### src/rtl/fpadd_accum_seq.sv
// fpadd_accum_seq: sequencing front end for the multi-cycle fpadd unit.
// It takes a packetised stream of IEEE-754 single-precision words, folds
// each packet into a running sum through fpadd's start/done handshake, and
// returns one result per packet with an element count and a watchdog flag.
// The block does no arithmetic of its own. Special values such as NaN, Inf
// and signed zero pass through exactly as fpadd produces them.
module fpadd_accum_seq #(
  parameter int TIMEOUT = 512
) (
  input  logic        clk,
  input  logic        reset,
  input  logic        in_valid,
  output logic        in_ready,
  input  logic [31:0] in_data,
  input  logic        in_last,
  output logic        out_valid,
  input  logic        out_ready,
  output logic [31:0] out_sum,
  output logic [15:0] out_count,
  output logic        out_timeout,
  output logic        add_start,
  output logic [31:0] add_a,
  output logic [31:0] add_b,
  input  logic [31:0] add_sum,
  input  logic        add_done,
  output logic        busy
);

  // The timer must be able to hold TIMEOUT-1.
  localparam int TW = (TIMEOUT > 1) ? $clog2(TIMEOUT) : 1;
  localparam logic [TW-1:0] TIMER_LAST = TW'(TIMEOUT - 1);

  typedef enum logic [2:0] {
    S_FIRST,
    S_NEXT,
    S_ISSUE,
    S_WAIT,
    S_OUT
  } state_t;

  state_t        state_q, state_d;
  logic [31:0]   acc_q, acc_d;
  logic [15:0]   cnt_q, cnt_d;
  logic          last_q, last_d;
  logic          to_q, to_d;
  logic [TW-1:0] timer_q, timer_d;
  logic [31:0]   add_a_q, add_a_d;
  logic [31:0]   add_b_q, add_b_d;

  // State and datapath registers with synchronous reset. A reset in any
  // state, including WAIT, discards the partial packet.
  always_ff @(posedge clk) begin
    if (reset) begin
      state_q <= S_FIRST;
      acc_q   <= '0;
      cnt_q   <= '0;
      last_q  <= 1'b0;
      to_q    <= 1'b0;
      timer_q <= '0;
      add_a_q <= '0;
      add_b_q <= '0;
    end else begin
      state_q <= state_d;
      acc_q   <= acc_d;
      cnt_q   <= cnt_d;
      last_q  <= last_d;
      to_q    <= to_d;
      timer_q <= timer_d;
      add_a_q <= add_a_d;
      add_b_q <= add_b_d;
    end
  end

  // Next-state and datapath update. The first element of a packet seeds
  // the accumulator directly. Each later element launches one fpadd
  // operation, and add_done is sampled only in WAIT, so a level left high
  // by the previous operation is never seen in ISSUE. The operand
  // registers load only when NEXT accepts an element, so they stay stable
  // from ISSUE through the end of WAIT.
  always_comb begin
    state_d = state_q;
    acc_d   = acc_q;
    cnt_d   = cnt_q;
    last_d  = last_q;
    to_d    = to_q;
    timer_d = timer_q;
    add_a_d = add_a_q;
    add_b_d = add_b_q;

    case (state_q)
      S_FIRST: begin
        if (in_valid) begin
          acc_d   = in_data;
          cnt_d   = 16'd1;
          state_d = in_last ? S_OUT : S_NEXT;
        end
      end

      S_NEXT: begin
        if (in_valid) begin
          add_a_d = acc_q;
          add_b_d = in_data;
          last_d  = in_last;
          cnt_d   = (cnt_q == 16'hFFFF) ? cnt_q : cnt_q + 16'd1;
          state_d = S_ISSUE;
        end
      end

      S_ISSUE: begin
        timer_d = '0;
        state_d = S_WAIT;
      end

      S_WAIT: begin
        if (add_done) begin
          acc_d   = add_sum;
          state_d = last_q ? S_OUT : S_NEXT;
        end else if (timer_q == TIMER_LAST) begin
          // Abandon this add. The accumulator keeps its old value, and a
          // late done is ignored because the next ISSUE restarts fpadd.
          to_d    = 1'b1;
          state_d = last_q ? S_OUT : S_NEXT;
        end else begin
          timer_d = timer_q + TW'(1);
        end
      end

      S_OUT: begin
        if (out_ready) begin
          cnt_d   = '0;
          to_d    = 1'b0;
          state_d = S_FIRST;
        end
      end

      default: begin
        state_d = S_FIRST;
      end
    endcase
  end

  // Outputs depend only on registered state, so there is no combinational
  // path from in_valid or out_ready to any output.
  always_comb begin
    in_ready    = (state_q == S_FIRST) || (state_q == S_NEXT);
    out_valid   = (state_q == S_OUT);
    add_start   = (state_q == S_ISSUE);
    busy        = (state_q == S_ISSUE) || (state_q == S_WAIT) ||
                  (state_q == S_OUT);
    out_sum     = acc_q;
    out_count   = cnt_q;
    out_timeout = to_q;
    add_a       = add_a_q;
    add_b       = add_b_q;
  end

endmodule

### config.mk
export PLATFORM = sky130hd
export DESIGN_NAME = fpadd_accum_seq
export DESIGN_NICKNAME = d
export VERILOG_FILES = /design/src/rtl/fpadd_accum_seq.sv
export SDC_FILE = /design/constraint.sdc
export NUM_CORES = 1
export LEC_CHECK = 0
export ABC_AREA = 1
export BUFFER_PORTS_ARGS = -buffer_cell sky130_fd_sc_hd__buf_2
export CORE_MARGIN = 4
export CORE_UTILIZATION = 45
export CTS_BUF_LIST = sky130_fd_sc_hd__clkbuf_4 sky130_fd_sc_hd__clkbuf_8 sky130_fd_sc_hd__clkbuf_16
export CTS_CLUSTER_DIAMETER = 120
export DETAILED_ROUTE_END_ITERATION = 8
export PLACE_DENSITY = 0.84
export SYNTH_ARGS = -nofsm -noshare
export SYNTH_HDL_FRONTEND = slang
export SYNTH_SLANG_ARGS = --single-unit
### constraint.sdc
create_clock -name clk -period 3.5 [get_ports clk]
set_clock_uncertainty 0.2 [all_clocks]
set_input_delay 0.525 -clock clk [delete_from_list [all_inputs] [get_ports clk]]
set_output_delay 0.525 -clock clk [all_outputs]
set_load 0.02 [all_outputs]
**After elaboration in Yosys (flattened, before gate mapping)**

Index checks and enable logic that the tools add are counted.

- Flip-flop bits (word level): 126
- Bits in latches: 0
- Memory bits (writable): 0
- Bits in read-only memories: 0
- Bits of input ports: 70
- Output and inout port bits: 117
- Word-level logic and storage cells: 62
- Memories: 0

- $add $sub $neg: 2
- Multipliers: 0
- Divide/modulo/power cells: 0
- Magnitude comparators: 0
- Equality and inequality tests: 15
- Shift-type cells: 0
- Multiplexer cells: 23
- Bitwise gates (word level): 0
- Reductions and logical operators: 14

Operators by type and width:

| kind | number |
|---|---|
| $mux W16 | 4 |
| $mux W32 | 2 |
| $pmux W32 S2 | 1 |
| $pmux W16 S3 | 1 |
| $mux W3 | 7 |
| $mux W9 | 2 |
| $pmux W9 S2 | 1 |
| $add A16 B1 Y16 const B | 1 |
| $eq A16 B16 Y1 const B | 1 |
| $pmux W3 S5 | 1 |
| $ne A2 B2 Y1 const B | 7 |
| $add A9 B1 Y9 const B | 1 |
| $eq A9 B9 Y1 const B | 1 |
| $reduce_and A4 Y1 | 2 |
| $eq A3 B2 Y1 const B | 2 |
| $reduce_and A3 Y1 | 2 |
| $reduce_bool A2 Y1 | 3 |
| $reduce_and A5 Y1 | 1 |
| $eq A3 B1 Y1 const B | 1 |
| $eq A3 B3 Y1 const B | 1 |
| $logic_not A3 Y1 | 1 |
| $logic_or A1 B1 Y1 | 3 |
| $mux W1 | 3 |
| $ne A3 B3 Y1 const B | 1 |
| 4 further kinds | 4 |

**Longest topological paths before layout**

Gate-level depths: netlist (run 1).

- Word-level depth: 4
- Gate-level depth with buffers: 13
- Gate-level depth less buffers: 13

**Worst setup path after synthesis (run 1)**

No wires, ideal clock.

- Path type: register to register
- Start point: reg cnt_q[1], in the netlist out_count[1]
- End point: reg cnt_q[15], in the netlist out_count[15]
- Library setup time: 0.113 ns
- Arrival: 1.567 ns
- Data required time: 3.187 ns
- Slack: 1.620 ns
- Cell stages (with the launch flop): 12
- Path buffers: 1
- Clock period less this slack: 1.880 ns
- Cells stage by stage: dfxtp_1 ha_1 nand2_1 nor2_1 nand2_1 nor2_4 nand3_4 nand3_2 buf_6 nand2_1 nand2_1 nor2_1

- Word-level cells in the longest chain between the ends: 4
- Elaborated cells on any way between the ends: 7
- Classes of those cells: add/sub (1); eq/ne (2); mux (3); reduce/logical (1)

Ends and longest elaborated chain:

| what | RTL line | RTL |
|---|---|---|
| start, declared | 43 | `logic [15:0] cnt_q, cnt_d;` |
| start signal, assigned | 65 | `cnt_q <= cnt_d;` |
| $add A16 B1 Y16 | 104 | `cnt_d = (cnt_q == 16'hFFFF) ? cnt_q : cnt_q + 16'd1;` |
| $mux W16 | 104 |  |
| $mux W16 | 100 | `if (in_valid) begin` |
| $pmux W16 S3 | 90 | `case (state_q)` |

Several ways; a longest one is shown, not always the timed one. The select of a mux whose other input is x is not followed.
A chain may end at the register's enable or synchronous reset.

**Worst setup path in the final report (run 1)**

- Start point: reg state_q[0]
- End point: out busy

- Word-level cells in the longest chain between the ends: 3
- Elaborated cells on any way between the ends: 5
- Classes of those cells: eq/ne (3); reduce/logical (2)

Ends and longest elaborated chain:

| what | RTL line | RTL |
|---|---|---|
| start, declared | 41 | `state_t state_q, state_d;` |
| start signal, assigned | 63 | `state_q <= state_d;` |
| $eq A3 B2 Y1 | 148 | `busy = (state_q == S_ISSUE) \|\| (state_q == S_WAIT) \|\|` |
| $logic_or A1 B1 Y1 | 148 |  |
| $logic_or A1 B1 Y1 (*) | 148 |  |
| end, declared | 26 | `output logic busy` |

Every way passes the cells marked *; elsewhere a longest branch is shown, timed or not.

==> results.sh, run 1 <==
export IMPL_timing_critical_path_fanout_max=37
export IMPL_utilization=0.606
export IMPL_yosys_area_share_simple=0.286
export IMPL_placement_rows=39
export IMPL_core_um2=11700
export IMPL_drt_wirelength_per_cell_um=14.9
export IMPL_first_global_vias=5370
export IMPL_wl_met2_mm=7.62
export IMPL_worst_slack_ns=1.13
export IMPL_routed_wl_mm=16.3
export IMPL_layout_drive_gt1_share=0.264
export IMPL_fin_worst_hold_slack_ns=0.155
export IMPL_unrepaired_setup_endpoints_after_global_routing="false"
export IMPL_hpwl_reported_at_the_end_of_detailed_placement_mm=11.3
export IMPL_clock_fmax_mhz=422
export IMPL_synthCells=771
export IMPL_synth_compound_gate_area_share=0.168
export IMPL_post_synth_top_area_fraction=0.462
export IMPL_worstSetupStartpointType="register"
export IMPL_drt_first_iter_violations=409
export IMPL_switchingPower_mw=2.31
export IMPL_power_frac_clock=0.315
export IMPL_relSlewSlack=0.475
export IMPL_number_of_vias_per_cell_after_detailed_routing=5.20
export IMPL_placement_io_buffers=186
export IMPL_final_setup_violation_count=0
export IMPL_hold_viol=0
export IMPL_min_path_type="in2reg"
export IMPL_sequential_cell_area_um2=2520
export IMPL_synth_enable_flop_cells=0
export IMPL_gr_total_overflow=0
export IMPL_num_vias=5708
export IMPL_mappedNetlistArea_um2=5460
export IMPL_insertion_delay_ns=0.41
export IMPL_cts_root_to_sink_buffers=2
export IMPL_clk_root_buffer_cell="sky130_fd_sc_hd__clkbuf_16"
export IMPL_pre_cts_slack_ns=1.20
export IMPL_highest_signal_layer="met4"
export IMPL_grt_max_degree=67
export IMPL_setup_tns_ns=0
export IMPL_synthTopCellsByArea="sky130_fd_sc_hd__dfxtp_1 46%, sky130_fd_sc_hd__nor2_1 12%, sky130_fd_sc_hd__nand2_1 10%"
export IMPL_final_nets=1013
export IMPL_firstDrtPassIters=5
export IMPL_timing_critical_path_arrival_ns=1.65
export IMPL_synthAdderAreaFrac=0.00688
export IMPL_combinationalPowerShare=0.346
export IMPL_antenna_found_initial=1
export IMPL_crit_chain="inv_2 -> nor2_4 -> nand2_4 -> nand3_1 -> buf_2"
export IMPL_gp_routability_congestion=0.918
export IMPL_p_int_mw=3.65
export IMPL_tightestPinTransition_ns=0.787
export IMPL_worstPathRequired_ns=2.77
export IMPL_yosys_register_bits=126
export IMPL_synthFlopType="sky130_fd_sc_hd__dfxtp_1"
export IMPL_setup_worst_path_class="reg2out"
export IMPL_io_pins=187
export IMPL_peakVddDrop_v=0.000525
export IMPL_post_route_drc_count=0
export IMPL_cts_num_sinks=126
export IMPL_floorplan_initialDensity=0.468
export IMPL_synth_top_family_by_area="simple AND/OR/NAND/NOR gates"
export IMPL_die_x_um=118
export IMPL_net_count_synth=844
export IMPL_asyncSetResetFlopFracSynth=0
export IMPL_synth_cells_most_frequent="172 x sky130_fd_sc_hd__nor2_1, 149 x sky130_fd_sc_hd__nand2_1, 126 x sky130_fd_sc_hd__dfxtp_1"
export IMPL_cts_tree="done"
export IMPL_synthesis_area_per_instance_um2=7.08
export IMPL_slowest_stage="sky130_fd_sc_hd__dfxtp_1"
export IMPL_multiInputGateArea_um2=2530
export IMPL_layout_worst_path_cycle_share=0.677
export IMPL_totalPowerFinal_mw=5.96
export IMPL_die_h_um=118
export IMPL_total_cts_buffers=17
export IMPL_status="finished, final reports clean"
export IMPL_met3WireLength_mm=1.57
export IMPL_drt_met1_wl_mm=6.85
export IMPL_detail_route_antenna_nets=0
export IMPL_cts_max_level=4
export IMPL_cts_setup_buffers=0
export IMPL_synthXorXnorAreaFrac=0.00160
export IMPL_layout_filler_cells=1020
export IMPL_type_of_element_capturing_the_critical_path="output port"
export IMPL_post_route_min_period_ns=2.37
export IMPL_yosysWarnings=0
export IMPL_worst_path_largest_cell_delay_ns=0.38
export IMPL_seq_area_frac_synth=0.462
export IMPL_global_route_wire_length_before_repair_mm=26.5
export IMPL_grt_usage=0.229
export IMPL_synth_largest_area_cell="sky130_fd_sc_hd__dfxtp_1"
export IMPL_switching_part_of_the_total_power=0.388
export IMPL_ctsResizeCount=0
export IMPL_die_area_um2=14000
export IMPL_synth_mux_area_frac=0
export IMPL_path_delay_family="simple AND/OR/NAND/NOR gates"
export IMPL_power_share_sequential=0.339
export IMPL_yosysUniqueCellTypes=32
export IMPL_p_leak_nw=3.56
export IMPL_report_final_slew_viol_count=0
export IMPL_worst_setup_hold_path_clk_slew_ns=0.05
export IMPL_area_delta_synth_final_pct=29.5
export IMPL_yosysMostFrequentCell="sky130_fd_sc_hd__nor2_1"
export IMPL_power_per_cell_area_nw_per_um2=844
export IMPL_cts_hold_buffers=0
export IMPL_critical_path_n_buffers_inverters=2
export IMPL_drv_max_cap_violation_count=0
metal layers:
metal	vias up	track usage
met2	256	0.375
met4	0	0.0784
li1	2854	-
met5	-	0
met3	27	0.0869
met1	2571	0.278
layout make-up:
cell class,instances,share of cell area
sequential,126,0.357
clock buffer,22,0.0673
clock inverter,10,0.0228
tap,143,0.0253
inverter,53,0.0283
antenna,1,0.000354
multi-input combinational,549,0.358
timing repair buffer,193,0.141
cell families (layout without fill, tap and decap cells):
group | count (synthesis) | in the layout
xor+xnor | 1 | 1
compound gates | 167 | 167
simple gates | 378 | 378
buf+inv | 96 | 278
fa+ha+maj | 3 | 3
other cells | 0 | 1
flops | 126 | 126
path summary, 6_finish.rpt:
check               from     endpoint  slack (ns)  cells past startpoint
min reg2reg   timer_q[7]   timer_q[7]        0.25                      2
max reg2reg   state_q[0]  out_sum[14]        1.18                      9
min          in_data[30]    add_b[30]        0.15                      3
max           state_q[0]         busy        1.13                      5
stage by stage:
step / instance area (um^2) / cells
floorplan: 5460 / 771
global placement: 6430 / 1064
detailed placement: 6430 / 1064
CTS: 7060 / 1096
global route: 7070 / 1097
finish: 7070 / 1097
worst register-to-register path: stages (launching register included):
cell	delay (ns)
sky130_fd_sc_hd__dfxtp_1	0.38
sky130_fd_sc_hd__inv_2	0.08
sky130_fd_sc_hd__nor2_4	0.12
sky130_fd_sc_hd__nand2_4	0.26
sky130_fd_sc_hd__clkinv_2	0.14
sky130_fd_sc_hd__nand2_2	0.08
sky130_fd_sc_hd__o21ai_4	0.06
sky130_fd_sc_hd__buf_4	0.52
sky130_fd_sc_hd__o21ai_0	0.21
sky130_fd_sc_hd__a31oi_1	0.19
flip-flops by register name (all words and copies together) (netlist names):
signal / count
add_a: 32
state_q: 3
timer_q: 9
last_q: 1
out_timeout: 1
out_count: 16
out_sum: 32
add_b: 32
power groups by stage:
stage	Clock, mW	Sequential (mW)	Combinational, mW
final	1.88	2.02	2.06
after global routing	1.98	2.06	2.28
after CTS	1.90	2.01	2.07
after detailed placement	0	2.03	2.06
after global placement	0	2.03	2.03
after floorplan	0	2.39	1.09
cell usage in the layout (no fill, tap or decap), types with 6 or more instances in the layout:
master | synthesis | final
sky130_fd_sc_hd__inv_2 | 6 | 7
sky130_fd_sc_hd__clkbuf_16 | 0 | 17
sky130_fd_sc_hd__o21ai_0 | 75 | 75
sky130_fd_sc_hd__a21oi_1 | 14 | 14
sky130_fd_sc_hd__dfxtp_1 | 126 | 126
sky130_fd_sc_hd__nor2_1 | 172 | 172
sky130_fd_sc_hd__buf_2 | 13 | 186
sky130_fd_sc_hd__a31oi_1 | 32 | 32
sky130_fd_sc_hd__inv_1 | 46 | 45
sky130_fd_sc_hd__nand4_1 | 13 | 13
sky130_fd_sc_hd__nand2_1 | 149 | 149
sky130_fd_sc_hd__buf_4 | 1 | 6
sky130_fd_sc_hd__nand3_1 | 27 | 27
sky130_fd_sc_hd__o21ai_1 | 36 | 36
Note: power is estimated with default switching activity, not from simulation.
==> run 2: changes to the inputs <==
==> constraint.sdc (replaced) <==
create_clock -name clk -period 2.41 [get_ports clk]
set_clock_uncertainty 0.2 [all_clocks]
set_input_delay 0.3615 -clock clk [delete_from_list [all_inputs] [get_ports clk]]
set_output_delay 0.3615 -clock clk [all_outputs]
set_load 0.02 [all_outputs]
==> run 2 against run 1 <==
Against the previous run:
- clock power is 31% higher
- die area is the same
- utilization up 3.4 points
- worst hold slack got worse by 0.15 ns
- largest cell class unchanged
==> results.sh, run 2 (synthesis gave the netlist of run 1 again) <==
export IMPL_status="finished, final reports clean"
export IMPL_placement_rows=39
export IMPL_path_delay_family="simple AND/OR/NAND/NOR gates"
export IMPL_drt_wirelength_per_cell_um=16.3
export IMPL_hold_viol=0
export IMPL_num_vias=6142
export IMPL_gp_routability_congestion=0.932
export IMPL_global_route_wire_length_before_repair_mm=29.8
export IMPL_antenna_found_initial=0
export IMPL_worstPathRequired_ns=1.85
export IMPL_core_um2=11700
export IMPL_number_of_vias_per_cell_after_detailed_routing=5.38
export IMPL_gr_total_overflow=0
export IMPL_antenna_diode_count=0
export IMPL_relSlewSlack=0.623
export IMPL_io_pins=187
export IMPL_die_x_um=118
export IMPL_final_setup_violation_count=0
export IMPL_grt_usage=0.260
export IMPL_mostFrequentLayoutCells="186 x sky130_fd_sc_hd__buf_2, 172 x sky130_fd_sc_hd__nor2_1, 149 x sky130_fd_sc_hd__nand2_1"
export IMPL_critical_path_n_buffers_inverters=2
export IMPL_grt_max_degree=65
export IMPL_post_route_min_period_ns=2.07
export IMPL_peakVddDrop_v=0.000755
export IMPL_cts_tree="done"
export IMPL_p_leak_nw=3.72
export IMPL_drt_first_iter_violations=654
export IMPL_cts_num_sinks=126
export IMPL_post_route_drc_count=0
export IMPL_routed_wl_mm=18.6
export IMPL_report_final_slew_viol_count=0
export IMPL_utilization=0.640
export IMPL_timing_critical_path_arrival_ns=1.51
export IMPL_final_nets=1058
export IMPL_total_cts_buffers=17
export IMPL_type_of_element_capturing_the_critical_path="output port"
export IMPL_area_delta_synth_final_pct=36.7
export IMPL_worst_path_largest_cell_delay_ns=0.36
export IMPL_clock_fmax_mhz=482
export IMPL_crit_chain="inv_2 -> nand3_2 -> nand2_1 -> buf_2"
export IMPL_layout_drive_gt1_share=0.259
export IMPL_cts_setup_buffers=0
export IMPL_ctsResizeCount=0
export IMPL_worst_setup_hold_path_clk_slew_ns=0.06
export IMPL_setup_tns_ns=0
export IMPL_slowest_stage="sky130_fd_sc_hd__dfxtp_1"
export IMPL_power_per_cell_area_nw_per_um2=1160
export IMPL_detail_route_antenna_nets=0
export IMPL_timing_critical_path_fanout_max=13
export IMPL_layout_worst_path_cycle_share=0.861
export IMPL_first_global_vias=5878
export IMPL_firstDrtPassIters=5
export IMPL_die_area_um2=14000
export IMPL_die_h_um=118
export IMPL_setup_worst_path_class="reg2out"
export IMPL_cts_root_to_sink_buffers=2
export IMPL_mostFrequentLayoutCell="sky130_fd_sc_hd__buf_2"
export IMPL_unrepaired_setup_endpoints_after_global_routing="false"
export IMPL_floorplan_initialDensity=0.468
export IMPL_placement_io_buffers=186
export IMPL_clk_root_buffer_cell="sky130_fd_sc_hd__clkbuf_16"
export IMPL_worstSetupStartpointType="register"
export IMPL_min_path_type="in2reg"
export IMPL_insertion_delay_ns=0.42
export IMPL_tightestPinTransition_ns=0.565
export IMPL_cts_hold_buffers=39
export IMPL_hpwl_reported_at_the_end_of_detailed_placement_mm=11.5
export IMPL_cts_max_level=4
export IMPL_drv_max_cap_violation_count=0
[run 2: path summary, 6_finish.rpt]
| kind | startpoint | end | slack, ns | cells past startpoint |
|---|---|---|---|---|
| worst max register to register | state_q[1] | add_b[12] | 0.35 | 6 |
| worst max-delay path | state_q[1] | in_ready | 0.34 | 4 |
| worst min-delay path | add_sum[0] | out_sum[0] | 0.008 | 3 |
| worst min register to register | timer_q[7] | timer_q[7] | 0.25 | 2 |
[run 2: metrics by stage]
stage / instance area, um^2 / power (mW) / hold slack (ns) / cells / setup WS [ns]
final: 7460 / 8.63 / 0.00819 / 1141 / 0.336
after global routing: 7460 / 9.08 / 0.0134 / 1141 / 0.162
after CTS: 7460 / 8.56 / 0.000303 / 1141 / 0.332
after detailed placement: 6500 / 6.03 / 0.248 / 1070 / 0.405
after global placement: 6500 / 5.98 / 0.237 / 1070 / 0.477
after floorplan: 5460 / 5.05 / 0.228 / 771 / 0.530
[run 2: per-layer routing]
layer,track usage,routed length (um)
met1,0.312,7310
met2,0.429,8910
met3,0.0793,1800
met4,0.118,603
met5,0,0
[run 2: cell type report]
type | count | area [um^2]
flip-flops and latches | 126 | 2520
repair buffers | 238 | 1460
clock buffers | 18 | 439
well taps | 143 | 179
inverters | 53 | 200
multi-input cells | 549 | 2530
fillers | 898 | 4200
clock inverters | 14 | 134
[run 2: worst min-delay path, delay by kind of cell]
family / cells / cell delay, ns
and+or+nand+nor: 1 / 0.05
buffers and inverters: 1 / 0.10
AOI/OAI and AO/OA: 1 / 0.07
[run 2: report_power, final]
| group | switching [mW] | leakage [nW] | internal (mW) |
|---|---|---|---|
| clock | 1.00 | 0.271 | 1.46 |
| combinational | 2.21 | 2.42 | 1.00 |
| sequential | 0.367 | 1.03 | 2.58 |
| total | 3.58 | 3.72 | 5.05 |
